<file path="config.mk">
export PLATFORM = sky130hd
export DESIGN_NAME = mod_bit_sequencer
export DESIGN_NICKNAME = d
export VERILOG_FILES = /design/src/rtl/mod_bit_sequencer.sv
export SDC_FILE = /design/constraint.sdc
export NUM_CORES = 1
export LEC_CHECK = 0
export BUFFER_PORTS_ARGS = -buffer_cell sky130_fd_sc_hd__buf_2
export CELL_PAD_IN_SITES_DETAIL_PLACEMENT = 1
export CELL_PAD_IN_SITES_GLOBAL_PLACEMENT = 1
export CORE_MARGIN = 3
export CORE_UTILIZATION = 40
export CTS_BUF_LIST = sky130_fd_sc_hd__clkbuf_4 sky130_fd_sc_hd__clkbuf_8
export DETAILED_ROUTE_END_ITERATION = 6
export HOLD_SLACK_MARGIN = 0.06
export PLACE_DENSITY = 0.79
export REMOVE_ABC_BUFFERS = 1
export SYNTH_ARGS = -nofsm -noshare
export SYNTH_HDL_FRONTEND = slang
export SYNTH_SLANG_ARGS = --single-unit
</file>
<file path="constraint.sdc">
create_clock -name clk -period 2.97 [get_ports clk]
set_input_delay 0.1485 -clock clk [delete_from_list [all_inputs] [get_ports clk]]
set_output_delay 0.1485 -clock clk [all_outputs]
set_load 0.05 [all_outputs]
</file>
<file path="src/rtl/mod_bit_sequencer.sv">
// mod_bit_sequencer: symbol-timing controller for the modulator datapath.
// A programmable divider sets the symbol period (div_reg+1 clk cycles, latched
// when a stream starts); data words arrive over valid/ready and are sent
// MSB-first, one symbol per period, back-to-back without gap symbols.
// Optional build macro: MOD_BIT_SEQUENCER_PREAMBLE_EN prefixes every stream
// with PRE_LEN alternating 1,0,1,0... symbols.
//
// Handshake: a word transfers on every cycle where din_valid & din_ready.
// din_ready never depends on din_valid; din_valid may be held or dropped freely.
module mod_bit_sequencer #(
    parameter int DIV_W   = 12,
    parameter int DATA_W  = 8,
    parameter int PRE_LEN = 8
) (
    input  logic              clk,
    input  logic              rst,
    input  logic              en,
    input  logic [DIV_W-1:0]  div_val,
    input  logic [DATA_W-1:0] din,
    input  logic              din_valid,
    output logic              din_ready,
    output logic              bit_out,
    output logic              bit_strobe,
    output logic              busy,
    output logic              frame_done
);

    localparam int BW = (DATA_W > 1) ? $clog2(DATA_W) : 1;
    localparam logic [BW-1:0] LAST_BIT = BW'(DATA_W - 1);

`ifdef MOD_BIT_SEQUENCER_PREAMBLE_EN
    localparam int PW = (PRE_LEN > 1) ? $clog2(PRE_LEN) : 1;
    localparam logic [PW-1:0] LAST_PRE = PW'(PRE_LEN - 1);
    typedef enum logic [1:0] {IDLE = 2'd0, PRE = 2'd1, SHIFT = 2'd2} state_t;
    logic [PW-1:0] pre_cnt, pre_cnt_n;
`else
    typedef enum logic [1:0] {IDLE = 2'd0, SHIFT = 2'd2} state_t;
`endif

    state_t            state, state_n;
    logic [DIV_W-1:0]  cnt, cnt_n;
    logic [DIV_W-1:0]  div_reg, div_reg_n;
    logic [BW-1:0]     bitcnt, bitcnt_n;
    logic [DATA_W-1:0] shreg, shreg_n;
    logic [DATA_W-1:0] pend_word, pend_word_n;
    logic              pend_valid, pend_valid_n;
    logic              strobe_n, done_n;
    logic              tick, xfer;

    // Ready in IDLE, or during the last bit of a word while the pending slot is empty.
    assign din_ready = rst & en & ((state == IDLE) |
                       ((state == SHIFT) & (bitcnt == LAST_BIT) & ~pend_valid));
    assign xfer = din_valid & din_ready;
    assign tick = (state != IDLE) & (cnt == div_reg);
    assign busy = (state != IDLE);

    // Serial symbol decoded from state: data MSB in SHIFT, alternating pattern in PRE, 0 otherwise.
`ifdef MOD_BIT_SEQUENCER_PREAMBLE_EN
    assign bit_out = ((state == SHIFT) & shreg[DATA_W-1]) | ((state == PRE) & ~pre_cnt[0]);
`else
    assign bit_out = (state == SHIFT) & shreg[DATA_W-1];
`endif

    // Next-state and datapath update; en low overrides ticks and acceptances.
    always_comb begin
        state_n      = state;
        cnt_n        = cnt;
        div_reg_n    = div_reg;
        bitcnt_n     = bitcnt;
        shreg_n      = shreg;
        pend_word_n  = pend_word;
        pend_valid_n = pend_valid;
        strobe_n     = 1'b0;
        done_n       = 1'b0;
`ifdef MOD_BIT_SEQUENCER_PREAMBLE_EN
        pre_cnt_n    = pre_cnt;
`endif
        if (!en) begin
            state_n      = IDLE;
            cnt_n        = '0;
            bitcnt_n     = '0;
            pend_valid_n = 1'b0;
`ifdef MOD_BIT_SEQUENCER_PREAMBLE_EN
            pre_cnt_n    = '0;
`endif
        end else begin
            case (state)
                IDLE: begin
                    if (xfer) begin
                        shreg_n   = din;
                        div_reg_n = div_val;
                        cnt_n     = '0;
                        bitcnt_n  = '0;
                        strobe_n  = 1'b1;
`ifdef MOD_BIT_SEQUENCER_PREAMBLE_EN
                        pre_cnt_n = '0;
                        state_n   = PRE;
`else
                        state_n   = SHIFT;
`endif
                    end
                end
`ifdef MOD_BIT_SEQUENCER_PREAMBLE_EN
                PRE: begin
                    cnt_n = tick ? '0 : cnt + DIV_W'(1);
                    if (tick) begin
                        strobe_n = 1'b1;
                        if (pre_cnt == LAST_PRE) begin
                            state_n = SHIFT;
                        end else begin
                            pre_cnt_n = pre_cnt + PW'(1);
                        end
                    end
                end
`endif
                SHIFT: begin
                    cnt_n = tick ? '0 : cnt + DIV_W'(1);
                    if (tick) begin
                        strobe_n = 1'b1;
                        if (bitcnt != LAST_BIT) begin
                            shreg_n  = {shreg[DATA_W-2:0], 1'b0};
                            bitcnt_n = bitcnt + BW'(1);
                        end else if (pend_valid) begin
                            shreg_n      = pend_word;
                            bitcnt_n     = '0;
                            pend_valid_n = 1'b0;
                        end else if (xfer) begin
                            // Word arriving on the final tick is used directly, no pending cycle.
                            shreg_n  = din;
                            bitcnt_n = '0;
                        end else begin
                            state_n  = IDLE;
                            bitcnt_n = '0;
                            strobe_n = 1'b0;
                            done_n   = 1'b1;
                        end
                    end else if (xfer) begin
                        pend_word_n  = din;
                        pend_valid_n = 1'b1;
                    end
                end
                default: state_n = IDLE;
            endcase
        end
    end

    // State register.
    always_ff @(posedge clk or negedge rst) begin
        if (!rst) begin
            state <= IDLE;
        end else begin
            state <= state_n;
        end
    end

    // Datapath registers and registered strobes.
    always_ff @(posedge clk or negedge rst) begin
        if (!rst) begin
            cnt        <= '0;
            div_reg    <= '0;
            bitcnt     <= '0;
            shreg      <= '0;
            pend_word  <= '0;
            pend_valid <= 1'b0;
            bit_strobe <= 1'b0;
            frame_done <= 1'b0;
`ifdef MOD_BIT_SEQUENCER_PREAMBLE_EN
            pre_cnt    <= '0;
`endif
        end else begin
            cnt        <= cnt_n;
            div_reg    <= div_reg_n;
            bitcnt     <= bitcnt_n;
            shreg      <= shreg_n;
            pend_word  <= pend_word_n;
            pend_valid <= pend_valid_n;
            bit_strobe <= strobe_n;
            frame_done <= done_n;
`ifdef MOD_BIT_SEQUENCER_PREAMBLE_EN
            pre_cnt    <= pre_cnt_n;
`endif
        end
    end

endmodule
</file>
**Word-level counts from Yosys, hierarchy flattened**

Cells that the tools add are included.

- Logic and storage cells: 83
- Input bits: 24
- Register bits: 48
- Output and inout port bits: 5

- Bitwise operators: 10
- Muxes and demuxes: 38
- Reductions and logical operators: 10
- $add $sub $neg: 2
- Eq/ne operators: 14

Operator list:

| operator | count |
|---|---|
| $mux 12 | 3 |
| $mux 8 | 4 |
| $pmux 12 s2 | 1 |
| $ne 3x3->1 const B | 7 |
| $mux 1 | 16 |
| $pmux 8 s2 | 1 |
| $add 12x1->12 const B | 1 |
| $eq 12x12->1 | 1 |
| $mux 2 | 6 |
| $mux 3 | 4 |
| $reduce_and 3->1 | 4 |
| $and 1x1->1 | 7 |
| $ne 3x1->1 const B | 2 |
| $pmux 3 s2 | 1 |
| $reduce_and 5->1 | 1 |
| $pmux 2 s2 | 1 |
| $reduce_and 4->1 | 1 |
| $reduce_bool 2->1 | 2 |
| $add 3x1->3 const B | 1 |
| $eq 3x3->1 const B | 1 |
| $eq 2x2->1 const B | 1 |
| $logic_not 2->1 | 1 |
| $ne 2x1->1 const B | 1 |
| $ne 2x2->1 const B | 1 |
| other kinds (4) | 5 |

**Depth between registers and ports, before layout**

Gate-level depths: netlist of run 1.

- Depth after elaboration: 12
- Mapped depth: 9
- Depth with buffers taken out: 7

**Worst setup path after synthesis of run 1**

No wires, ideal clock.

- Kind: flip-flop to flip-flop
- Start point: register bitcnt[0]
- End point: register pend_word[0]
- Library setup time: 0.125 ns
- Slack: 0.900 ns
- Clock period less this slack: 2.070 ns
- Arrival: 1.945 ns
- Stages on the path, launching flop included: 10
- Path buffers: 2
- Cells stage by stage: dfrtp_1 -> ha_1 -> ha_1 -> nand2b_1 -> nand2_1 -> and4_1 -> buf_2 -> and3_4 -> buf_6 -> mux2_4

- Word-level cells in the longest chain between the ends: 7

RTL lines:

| item | RTL line | RTL |
|---|---|---|
| from (decl) | 43 | `logic [BW-1:0] bitcnt, bitcnt_n;` |
| from (signal assigned) | 173 | `bitcnt <= bitcnt_n;` |
| $eq 3x3->1 | 52 | `((state == SHIFT) & (bitcnt == LAST_BIT) & ~pend_valid));` |
| $and 1x1->1 (2 in a row) | 52 |  |
| $or 1x1->1 | 51 | `assign din_ready = rst & en & ((state == IDLE) \|` |
| $and 1x1->1 | 51 |  |
| $and 1x1->1 | 53 | `assign xfer = din_valid & din_ready;` |
| $reduce_and 4->1 (no source line) | - |  |
| to (signal assigned) | 175 | `pend_word <= pend_word_n;` |
| to (decl) | 45 | `logic [DATA_W-1:0] pend_word, pend_word_n;` |

Every way passes these cells.
A chain may end at the register's enable or synchronous reset.

**Worst setup path in the final report of run 1**

- Start point: register bitcnt[0]
- End point: register div_reg[5]

- Word-level cells in the longest chain between the ends: 7

RTL lines:

| item | RTL line | RTL |
|---|---|---|
| $eq 3x3->1 | 52 |  |
| $and 1x1->1 (2 in a row) | 52 |  |
| $or 1x1->1 | 51 |  |
| $and 1x1->1 | 51 |  |
| $and 1x1->1 | 53 |  |
| $reduce_and 3->1 (no source line) | - |  |
| to (signal assigned) | 172 | `div_reg <= div_reg_n;` |
| to (decl) | 42 | `logic [DIV_W-1:0] div_reg, div_reg_n;` |

Every way passes these cells.

==> results of run 1 <==
==> timing repair <==
| item | 4_1_cts | 5_1_grt |
|---|---|---|
| hold endpoints to repair | 47 | 2 |
| setup buffers | 0 | 0 |
| endpoints found under the setup margin | 0 | 0 |
| hold buffers | 1 | 2 |
==> worst paths after layout <==
kind	startpoint	slack (ns)	to
worst min-delay path	div_val[3]	0.08	div_reg[3]$_DFFE_PN0P_
min in group asynchronous	rst	0.51	cnt[7]$_DFFE_PN0P_
max in group asynchronous	rst	2.03	shreg[4]$_DFFE_PN0P_
worst max-delay path	bitcnt[0]$_DFFE_PN0P_	0.52	div_reg[5]$_DFFE_PN0P_
worst max register to register	bitcnt[0]$_DFFE_PN0P_	0.52	div_reg[5]$_DFFE_PN0P_
worst min register to register	shreg[4]$_DFFE_PN0P_	0.52	shreg[4]$_DFFE_PN0P_
==> area by class of cell <==
cell class | count | area (sq um)
Tap cell | 72 | 90.1
Multi-Input combinational cell | 143 | 1140
Sequential cell | 47 | 1180
Timing Repair Buffer | 34 | 193
Fill cell | 626 | 2920
Clock buffer | 6 | 76.3
Inverter | 5 | 18.8
Clock inverter | 2 | 60.1
==> worst register-to-register path: stages, from the launching register on <==
cell and delay [ns]:
sky130_fd_sc_hd__dfrtp_1 0.38, sky130_fd_sc_hd__ha_1 0.17, sky130_fd_sc_hd__ha_1 0.25, sky130_fd_sc_hd__nand2b_1 0.12
sky130_fd_sc_hd__nand2_1 0.11, sky130_fd_sc_hd__and4_1 0.48, sky130_fd_sc_hd__nand2b_1 0.42, sky130_fd_sc_hd__mux2_2 0.41
==> through the flow <==
step | total power (uW) | std cells
finish | 1660 | 309
global route | 1740 | 309
CTS | 1670 | 307
detailed placement | 1100 | 298
global placement | 1080 | 298
floorplan | 1000 | 195
==> logic make-up (layout without fill, tap and decap cells) <==
logic type,count (synthesis),count (layout),synth area share
multiplexers,20,20,0.106
adder cells (fa/ha/maj),3,3,0.0156
flip-flops,47,47,0.488
XOR/XNOR,17,17,0.0712
AND/OR/NAND/NOR,56,56,0.125
buffers and inverters,18,47,0.0395
AO/OA/AOI/OAI,47,47,0.154
==> cells in the mapped netlist (3+ instances only) <==
master / number
sky130_fd_sc_hd__xnor2_1: 11
sky130_fd_sc_hd__xor2_1: 3
sky130_fd_sc_hd__nand4_1: 4
sky130_fd_sc_hd__nand2_1: 18
sky130_fd_sc_hd__or3_1: 3
sky130_fd_sc_hd__ha_1: 3
sky130_fd_sc_hd__mux2_4: 8
sky130_fd_sc_hd__and2_1: 3
sky130_fd_sc_hd__buf_2: 4
sky130_fd_sc_hd__o21ai_0: 11
sky130_fd_sc_hd__dfrtp_1: 47
sky130_fd_sc_hd__buf_6: 3
sky130_fd_sc_hd__xnor2_2: 3
sky130_fd_sc_hd__nand3_1: 4
sky130_fd_sc_hd__and3_1: 3
sky130_fd_sc_hd__mux2_2: 12
sky130_fd_sc_hd__inv_1: 5
sky130_fd_sc_hd__nor2_1: 7
sky130_fd_sc_hd__clkbuf_1: 4
sky130_fd_sc_hd__a22o_1: 22
sky130_fd_sc_hd__a32o_1: 3
==> report_power, final <==
part,switching [uW],internal (uW)
Clock,219,346
Sequential,70.6,734
Combinational,122,165
Total,412,1240
==> per-layer routing <==
metal | routed length, um | part of all wire | vias to the layer above | GRT usage
met1 | 2540 | 0.45 | 881 | 0.233
met2 | 2810 | 0.50 | 37 | 0.284
met5 | 0 | 0 | - | 0
met4 | 57 | 0.010 | 0 | 0.0497
met3 | 246 | 0.044 | 5 | 0.0336
li1 | - | - | 811 | -
==> results list, run 1 <==
- Maximum buffer depth of the clock tree: 2
- Stages on the worst setup path: 7
- Area fraction of the dominant cell type after synthesis: 0.488
* Buffers and inverters on the worst path: 0
* Relative slew slack: 0.525
* Most instantiated flip-flop cell in the synthesis netlist: sky130_fd_sc_hd__dfrtp_1
* Die Area: 0.00699 sq mm
* Data required time at the worst endpoint: 3.15 ns
* Clock network latency to the later pin of the worst-skew pair: 0.30 ns
- For the pin with the worst max-slew slack, the measured transition is 0.709 ns.
* Fraction of layout instances using a drive strength above 1: 0.278
- For this block, the via count after detailed routing is 1734.
* Effective utilization at floorplan: 0.424
* Clock Pin Slew Worst Setup and Hold Paths: 0.08 ns
* Total global routing overflow: 0
* Status: complete, no violations
- For the final database, setup skew stands at 0.0146 ns.
* ANT nets after route: 0
- In this run the clock root is driven by a sky130_fd_sc_hd__clkbuf_8.
- In this run the worst path has a maximum fanout of 12.
* First-iteration detailed-routing DRC count: 157
* Min-Delay Path Class: primary input to flip-flop
- Prior to clock tree synthesis, the placed netlist has a worst setup slack of 0.534 ns.
- Critical path endpoint category: flip-flop
- Slowest stage cell on the critical path: sky130_fd_sc_hd__and4_1
- The synthesized design contains 47 register bits.
- Number of cells traversed by the worst register-to-register path: 7
* Post-Synthesis Cells: 208
- The floorplan has 27 rows.
- The final number of hold-violating endpoints came to 0.
- Leakage Power: 0.00125 uW
- CTS saw 47 sinks.
- Number of warnings printed during yosys synthesis: 0
* Final setup violating endpoints: 0
- Ranked by total cell area, the synthesized netlist is headed by sky130_fd_sc_hd__dfrtp_1 49%, sky130_fd_sc_hd__a22o_1 8.0%, sky130_fd_sc_hd__mux2_2 5.6%, sky130_fd_sc_hd__mux2_4 5.0%, sky130_fd_sc_hd__xnor2_1 4.0%.
- Leading cell type in the layout, fill and taps excluded: sky130_fd_sc_hd__dfrtp_1
- Yosys mapped a number of flops with a built-in enable equal to 0.
* Resize count post-CTS: 0
- CTS built an H-tree with a depth of 2.
- The die is 83.6 um wide.
* Final HPWL from detailed placement: 3.89 mm
- For this design the ratio of total power to cell area is 602 mW/mm^2.
- Crit start category: flip-flop
* Residual DRC: 0
- Dividing the final minimum period by the clock period gives 0.826.
* Area of the core: 0.00568 sq mm
* Clock tree from TritonCTS: done
- Number of buffers inserted by port buffering: 28
- Once layout is done, the placed cells without fillers occupy 0.00275 sq mm.
* Max-slew violations: 0
- For the worst setup path, the data arrival time is 2.63 ns.
* Number of antenna diodes: 0
- Across the run, the number of max-cap violations was 0.
- Count of pins on the block boundary: 29
- Detailed-route wire length per cell: 18.3 um
* Highest cell delay on the worst timing path: 0.48 ns
* Number of distinct library cells after synthesis: 40
- Counting the buffers created by CTS gives 5.
- Number of stages on the worst hold path: 2
* Fin crit period: 2.45 ns
* Cells traversed along the worst timing path: ha_1 > ha_1 > nand2b_1 > nand2_1 > and4_1 > nand2b_1 > mux2_2
- Area of the mapped netlist: 0.00241 sq mm
- Total negative slack for setup checks: 0 ns
* Final standard cell utilization of the core: 0.485
- Wire length of the first global-routing pass: 9.70 mm
* Share of synthesized area occupied by flip-flops and latches: 0.488
- The tightest hold path in the finished design has a slack of 0.0796 ns.
- In the layout the commonest cells are 47 x sky130_fd_sc_hd__dfrtp_1, 28 x sky130_fd_sc_hd__buf_2, 22 x sky130_fd_sc_hd__a22o_1, 18 x sky130_fd_sc_hd__nand2_1, 12 x sky130_fd_sc_hd__mux2_2.
* Die boundary height: 83.6 um
* Worst ir drop on vdd: 0.268 mV
* Average cell area after synthesis: 11.6 sq um
- The via count of the first global-routing pass was 1863.
* Cell taking the most area after synthesis: sky130_fd_sc_hd__dfrtp_1
* Final WS setup: 0.517 ns
* DRT Wirelength: 5.65 mm
- The placed instances occupy a cell area of 0.00258 sq mm.
- Setup repair after global routing missed its margin: false
* Nets: 263
- The initial antenna violation count was 0.
- Of all flip-flops after synthesis, the portion carrying an async set or reset was 1.00.
* Via density per instance: 5.61
- Pin count of the biggest net entering global routing: 49
* Worst Path Class, Setup: flip-flop to flip-flop
- The congestion estimate from routability-driven global placement came to 0.721.
- Timing would allow up to 408 MHz.
- Overall fraction of global-route tracks in use: 0.173
* Number of detailed-routing iterations run before antenna repair: 4
- Area growth, synth to finish: 14.2%
- Among cell families on the critical path, the largest total delay comes from simple AND/OR/NAND/NOR gates.
Power figures use the tool's default switching activity.
==> inputs of run 2 (changes only) <==
==> constraint.sdc (replaced) <==
create_clock -name clk -period 2.55 [get_ports clk]
set_input_delay 0.1275 -clock clk [delete_from_list [all_inputs] [get_ports clk]]
set_output_delay 0.1275 -clock clk [all_outputs]
set_load 0.05 [all_outputs]
==> results list, run 2 (same netlist as run 1, synthesis figures left out) <==
- Status: complete, no violations
- Total number of vias: 1745 (+0.63%)
- Leakage Power: 0.00128 uW (+2.8%)
- Antenna violations before repair: 0 (unchanged)
- The remaining global-route overflow was 0 (unchanged).
- The slew at the pin closest to its max-slew limit was 0.490 ns (-0.218 ns).
- Final hold slack: 0.0616 ns (-0.0180 ns)
- Maximum buffer depth of the clock tree: 2 (unchanged)
* Setup repair bufs after CTS: 0 (unchanged)
- Part of the power in registers: 0.483 (-0.003)
- The number of I/O pins is 29 (unchanged).
- Resize count post-CTS: 0 (unchanged)
- Net switching power: 474 uW (+15%)
- TritonCTS built the clock tree.
* Placed Cells incl. Taps: 300 (+0.67%)
- Number of buffers inserted by port buffering: 28 (unchanged)
- Via density per instance: 5.50 (-1.9%)
- Clock network latency to the later pin of the worst-skew pair: 0.30 ns (about the same)
- Number of stages on the worst hold path: 2 (unchanged)
- The detailed router used layers up to and including met4.
- The number of H-tree levels was 2 (unchanged).
- Counting stages on the worst path, the most repeated cell is sky130_fd_sc_hd__ha_1.
- Detailed-route wire length per cell: 17.5 um (-4.2%)
- Area of the core: 0.00568 sq mm (unchanged)
- The cell sitting at the root of the clock tree is a sky130_fd_sc_hd__clkbuf_8.
- Leaving out fill and tap cells, the most frequent cell in the layout is sky130_fd_sc_hd__dfrtp_1.
- Pin count of the biggest net entering global routing: 40 (-18%)
- Data required time at the worst endpoint: 2.74 ns (-0.41 ns)
- The share of the cycle needed by the critical path after routing is 0.874 (+0.0478).
* Worst ir drop on vdd: 0.355 mV (+33%)
- The number of clock sinks seen by CTS is 47 (unchanged).
- Residual DRC: 0 (unchanged)
- Setup repair after global routing left no endpoint under its margin.
* Final standard cell utilization of the core: 0.498 (+0.0132)
- The worst setup path is of the flip-flop to flip-flop kind.
- Internal power contribution: 1460 uW (+17%)
- The maximum fanout along the worst path is 8 (-4).
- Final Hold Fails: 0 (unchanged)
* Buffers and inverters on the worst path: 0 (unchanged)
* Fraction of layout instances using a drive strength above 1: 0.278 (-0.000930)
- Number of cells traversed by the worst register-to-register path: 7 (unchanged)
* Clock group share of total power: 0.340 (about the same)
- CP delay by family, top: simple AND/OR/NAND/NOR gates
- The total power per unit cell area came to 683 mW/mm^2 (+13%).
* Final non-filler cell total: 317 (+2.6%)
* Clock Pin Slew Worst Setup and Hold Paths: 0.09 ns (about the same)
- The overall track demand over capacity in global routing is 0.173 (about the same).
* Min-Delay Path Class: primary input to flip-flop
- WP data arrival: 2.41 ns (-0.22 ns)
- The routed wire length is 5.55 mm (-1.8%).
- The number of buffers added by the clock tree synthesis step is 5 (unchanged).
- Routed metal-1 wirelength: 2.61 mm (+3.0%)
- Crit start category: flip-flop
* Fin crit period: 2.23 ns (-0.225 ns)
- The site row count is 27 (unchanged).
- The total stage count of the critical path came to 7 (unchanged).
* Die boundary height: 83.6 um (unchanged)
* Number of global-route vias before repair: 1942 (+4.2%)
- Routability cong.: 0.773 (+7.1%)
* Metal2 WL: 2.66 mm (-5.4%)
* Final HPWL from detailed placement: 3.81 mm (-1.9%)
- The number of design-rule violations left by the first detailed-router iteration is 117 (-25%).
* Critical path endpoint category: flip-flop
* Highest cell delay on the worst timing path: 0.39 ns (-0.09 ns)
* Area growth, synth to finish: 17.4%
- Wire length of the first global-routing pass: 9.76 mm (+0.64%)
* Die Width: 83.6 um (unchanged)
- The upper clock frequency limit was 449 MHz (+10%).
* Net switching share of the total power: 0.245 (-0.00324)
- The smallest setup slack after layout is 0.322 ns (-0.195 ns).
* Final setup violating endpoints: 0 (unchanged)
- Clock tree skew after final layout: 0.00827 ns (-0.00636 ns)
- Total negative slack for setup checks: 0 ns (unchanged)
* Commonest non-fill, non-tap cells in the layout: 47 x sky130_fd_sc_hd__dfrtp_1, 28 x sky130_fd_sc_hd__buf_2, 22 x sky130_fd_sc_hd__a22o_1, 18 x sky130_fd_sc_hd__nand2_1, 12 x sky130_fd_sc_hd__mux2_2
* Die Area: 0.00699 sq mm (unchanged)
* Max-Cap Viols: 0 (unchanged)
- The worst slew margin relative to its limit came to 0.673 (+0.148).
- The pre-CTS setup slack came to 0.356 ns (-0.178 ns).
- The combinational fraction of design power came to 0.177 (+0.004).
- The number of search-and-repair iterations in the first detailed-routing pass is 4 (unchanged).
* Cells traversed along the worst timing path: ha_1 > ha_1 > nand2b_1 > nand2_1 > and4_1 > and3_4 > mux2_4
- DR WL met3: 171 um (-30%)
* Slowest stage cell on the critical path: sky130_fd_sc_hd__and4_1
- The count of inserted antenna diode cells was 0 (unchanged).
* Nets: 271 (+3.0%)
- The initial core utilization was 0.424 (unchanged).
- The residual antenna-violating net count after detailed routing was 0 (unchanged).
- Max-slew violations: 0 (unchanged)
- The count of hold-fix buffers inserted at cts was 9 (+8).
==> run 2: layout make-up <==
cell class | count | area, sq um
repair buffers | 42 | 268
well taps | 72 | 90.1
clock inverters | 2 | 60.1
inverters | 5 | 18.8
fillers | 602 | 2850
clock buffers | 6 | 76.3
flip-flops and latches | 47 | 1180
multi-input cells | 143 | 1140
==> run 2: final timing paths <==
kind / from / end / slack, ns
min in group asynchronous: rst / frame_done$_DFF_PN0_ / 0.20
worst max-delay path: bitcnt[0]$_DFFE_PN0P_ / pend_word[2]$_DFFE_PN0P_ / 0.32
worst min register to register: bitcnt[2]$_DFFE_PN0P_ / bitcnt[2]$_DFFE_PN0P_ / 0.51
max in group asynchronous: rst / shreg[4]$_DFFE_PN0P_ / 1.59
worst min-delay path: div_val[2] / div_reg[2]$_DFFE_PN0P_ / 0.06
worst max register to register: bitcnt[0]$_DFFE_PN0P_ / pend_word[2]$_DFFE_PN0P_ / 0.32
==> run 2: metal layers <==
metal | vias up | global-route usage
met4 | 0 | 0.0629
met3 | 12 | 0.0365
li1 | 827 | -
met2 | 32 | 0.281
met5 | - | 0
met1 | 874 | 0.227
==> run 2: per-stage QoR <==
| stage | total power, uW | instance area, sq um |
|---|---|---|
| after CTS | 1950 | 2830 |
| after global routing | 2030 | 2830 |
| final | 1930 | 2830 |
| after global placement | 1260 | 2600 |
| after floorplan | 1170 | 2330 |
| after detailed placement | 1280 | 2600 |
==> run 2: power by group through the flow <==
stage	Combinational [uW]	Clock, uW	Sequential, uW
5_1_grt	375	712	946
2_1_floorplan	236	0	934
6_report	343	656	933
3_3_place_gp	318	0	940
3_5_place_dp	332	0	948
4_1_cts	347	672	932
==> inputs of run 3 (changes only) <==
--- a/config.mk
+++ b/config.mk
@@ -9,11 +9,12 @@
 export CELL_PAD_IN_SITES_DETAIL_PLACEMENT = 1
 export CELL_PAD_IN_SITES_GLOBAL_PLACEMENT = 1
 export CORE_MARGIN = 3
-export CORE_UTILIZATION = 40
+export CORE_UTILIZATION = 48
 export CTS_BUF_LIST = sky130_fd_sc_hd__clkbuf_4 sky130_fd_sc_hd__clkbuf_8
 export DETAILED_ROUTE_END_ITERATION = 6
+export GPL_ROUTABILITY_DRIVEN = 0
 export HOLD_SLACK_MARGIN = 0.06
-export PLACE_DENSITY = 0.79
+export PLACE_DENSITY = 0.91
 export REMOVE_ABC_BUFFERS = 1
 export SYNTH_ARGS = -nofsm -noshare
 export SYNTH_HDL_FRONTEND = slang
==> results list, run 3 (same netlist as run 1, synthesis figures left out) <==
- The shortest period the worst path allows is 2.24 ns (+0.00898 ns).
* Number of detailed-routing iterations run before antenna repair: 4 (unchanged)
- Via density per instance: 5.77 (+4.8%)
- Final HPWL from detailed placement: 3.95 mm (+3.7%)
- Number of global-route vias before repair: 1954 (+0.62%)
* ANT nets after route: 0 (unchanged)
- The count of hold-fix buffers inserted at cts was 10 (+1).
- The number of clock sinks seen by CTS is 47 (unchanged).
* Wire length of the first global-routing pass: 9.86 mm (+0.99%)
* Total negative slack for setup checks: 0 ns (unchanged)
- The worst slew margin relative to its limit came to 0.602 (-0.0708).
- Global routing usage on met3: 0.0446 (+0.00808)
- Antenna violations before repair: 0 (unchanged)
* Leading cell type in the layout, fill and taps excluded: sky130_fd_sc_hd__dfrtp_1
- WP data arrival: 2.43 ns (+0.02 ns)
- The share of the cycle needed by the critical path after routing came to 0.877 (+0.00352).
* Worst R2R Start: bitcnt[0]$_DFFE_PN0P_
- The largest net degree at the start of global routing came to 48 (+20%).
* Met1 GRT Util: 0.272 (+0.0447)
* Met2 GRT Util: 0.366 (+0.0846)
- The worst hold path cell count was 2 (unchanged).
- The total die area is 0.00590 sq mm (-16%).
* Die Width: 76.8 um (-8.1%)
- The DRC violation count after routing was 0 (unchanged).
* Maximum buffer depth of the clock tree: 2 (unchanged)
- Clock Pin Slew Worst Setup and Hold Paths: 0.09 ns (about the same)
- Max-Cap Viols: 0 (unchanged)
- The cell sitting at the root of the clock tree is a sky130_fd_sc_hd__clkbuf_8.
- Fraction of layout instances using a drive strength above 1: 0.275 (-0.00225)
* Nets: 273 (+0.74%)
* Number of levels the H-tree was split into: 2 (unchanged)
- DRT Wirelength: 5.94 mm (+6.9%)
- TritonCTS built the clock tree.
- Minimum setup slack among reg-to-reg paths: 0.31 ns (about the same)
* Overall fraction of global-route tracks in use: 0.215 (+0.0421)
- The y dimension of the die is 76.8 um (-8.1%).
- The depth of the most critical reg-to-reg path is 7 (unchanged).
- Walking the worst path, the cells encountered are ha_1 > ha_1 > nand2b_1 > nand2_1 > and4_1 > and3_4 > mux2_4.
- The number of placed cells counting well taps came to 295 (-1.7%).
- The slew at the pin closest to its max-slew limit came to 0.597 ns (+0.106 ns).
* FP Rows: 25 (-7.4%)
- The upper clock frequency limit was 447 MHz (-0.40%).
- The average wire per cell in the routed design was 18.9 um (+8.0%).
- Total number of vias: 1812 (+3.8%)
- The placeable core region came to 0.00479 sq mm (-16%).
* First-iteration detailed-routing DRC count: 163 (+39%)
- The count of inserted antenna diode cells was 0 (unchanged).
- The number of fillers in the final layout came to 520 (-14%).
- The worst register-to-register path ends at pend_word[5]$_DFFE_PN0P_.
- The worst setup path is of the flip-flop to flip-flop kind.
- Total global routing overflow: 0 (unchanged)
* Setup repair after global routing missed its margin: false
- Critical path endpoint category: flip-flop
* Hold endpoint: div_reg[11]$_DFFE_PN0P_
- The smallest hold slack was 0.0664 ns (+0.00481 ns).
- Worst ir drop on vdd: 0.311 mV (-12%)
- The number of buffers added by the clock tree synthesis step is 5 (unchanged).
* Busiest grt layer: met2
- The count of input and output buffers came to 28 (unchanged).
- The final number of hold-violating endpoints is 0 (unchanged).
- The count of endpoints failing setup in the final report came to 0 (unchanged).
* Clock network latency to the later pin of the worst-skew pair: 0.30 ns (about the same)
- The worst hold path begins at div_val[11].
- Cell seen most often among critical-path stages: sky130_fd_sc_hd__ha_1
* Worst Path Max Fanout: 8 (unchanged)
- The number of max-slew violations in the final report was 0 (unchanged).
- Clock tree skew after final layout: 0.00803 ns (-0.000244 ns)
- The worst setup path is launched from a flip-flop.
- The overall power of the completed layout came to 1740 uW (-10%).
- Count of pins on the block boundary: 29 (unchanged)
- Effective utilization at floorplan: 0.503 (+0.0789)
- Final non-filler cell total: 314 (-0.95%)
* PD cells: 623 mW/mm^2 (-8.9%)
- Data required time at the worst endpoint: 2.74 ns (about the same)
- Relative to the synthesized area, the layout overhead comes to 15.9%.
- Status: complete, no violations
- The slowest stage of the critical path is the sky130_fd_sc_hd__dfrtp_1 cell.
- Highest cell delay on the worst timing path: 0.39 ns (about the same)
- Commonest non-fill, non-tap cells in the layout: 47 x sky130_fd_sc_hd__dfrtp_1, 28 x sky130_fd_sc_hd__buf_2, 22 x sky130_fd_sc_hd__a22o_1, 18 x sky130_fd_sc_hd__nand2_1, 12 x sky130_fd_sc_hd__mux2_2
* Leakage Power: 0.00126 uW (-1.2%)
- The path class of the tightest hold or removal check is primary input to flip-flop.
* Resize count post-CTS: 0 (unchanged)
- Setup repair bufs after CTS: 0 (unchanged)
==> run 3: cell types whose count changed in the layout (fill, tap and decap cells not counted), sizes merged <==
cell         delta
dlygate4sd3     +2
bufinv          -2
clkinv          +1
clkinvlp        +1
==> run 3: metrics by stage <==
stage           util  worst slack, ns  instance area, sq um
2_1_floorplan      -            0.394                  2330
3_3_place_gp   0.542            0.492                  2590
3_5_place_dp   0.542            0.334                  2590
4_1_cts        0.581            0.314                  2780
5_1_grt        0.584            0.184                  2790
6_report       0.584            0.313                  2790
==> run 3: critical path: cells and delay by family (launching register included) <==
family | cells | cell delay, ns
mux | 1 | 0.33
fa+ha+maj | 2 | 0.45
flops | 1 | 0.39
simple gates | 4 | 0.96
==> run 3: report_power, final <==
| part | internal, uW | total [uW] | leakage (uW) | switching (uW) |
|---|---|---|---|---|
| clock network | 203 | 456 | 0.0000446 | 254 |
| registers | 855 | 934 | 0.000614 | 79.4 |
| logic | 202 | 348 | 0.000606 | 146 |
==> run 3: layout make-up <==
type                       count  area, sq um  share of cell area
clock inverter                 2         12.5             0.00448
inverter                       5         18.8             0.00672
sequential                    47         1180               0.421
clock buffer                   6         76.3              0.0273
tap                           67         83.8              0.0300
multi-input combinational    143         1140               0.407
timing repair buffer          44          288               0.103
==> run 3: worst max path at each step <==
stage,start,to,slack (ns),cells after the start
after detailed placement,bitcnt[0]$_DFFE_PN0P_,div_reg[4]$_DFFE_PN0P_,0.33,8
final,bitcnt[0]$_DFFE_PN0P_,pend_word[5]$_DFFE_PN0P_,0.31,7
after floorplan,bitcnt[0]$_DFFE_PN0P_,div_reg[0]$_DFFE_PN0P_,0.39,7
after global routing,bitcnt[0]$_DFFE_PN0P_,pend_word[0]$_DFFE_PN0P_,0.18,7
after CTS,bitcnt[0]$_DFFE_PN0P_,div_reg[4]$_DFFE_PN0P_,0.31,8
after global placement,bitcnt[0]$_DFFE_PN0P_,pend_word[6]$_DFFE_PN0P_,0.49,7
==> run 3: per-layer routing <==
| metal | part of all wire | vias up |
|---|---|---|
| met3 | 0.038 | 8 |
| met2 | 0.51 | 36 |
| met4 | 0.011 | 0 |
| li1 | - | 828 |
| met5 | 0 | - |
| met1 | 0.44 | 940 |
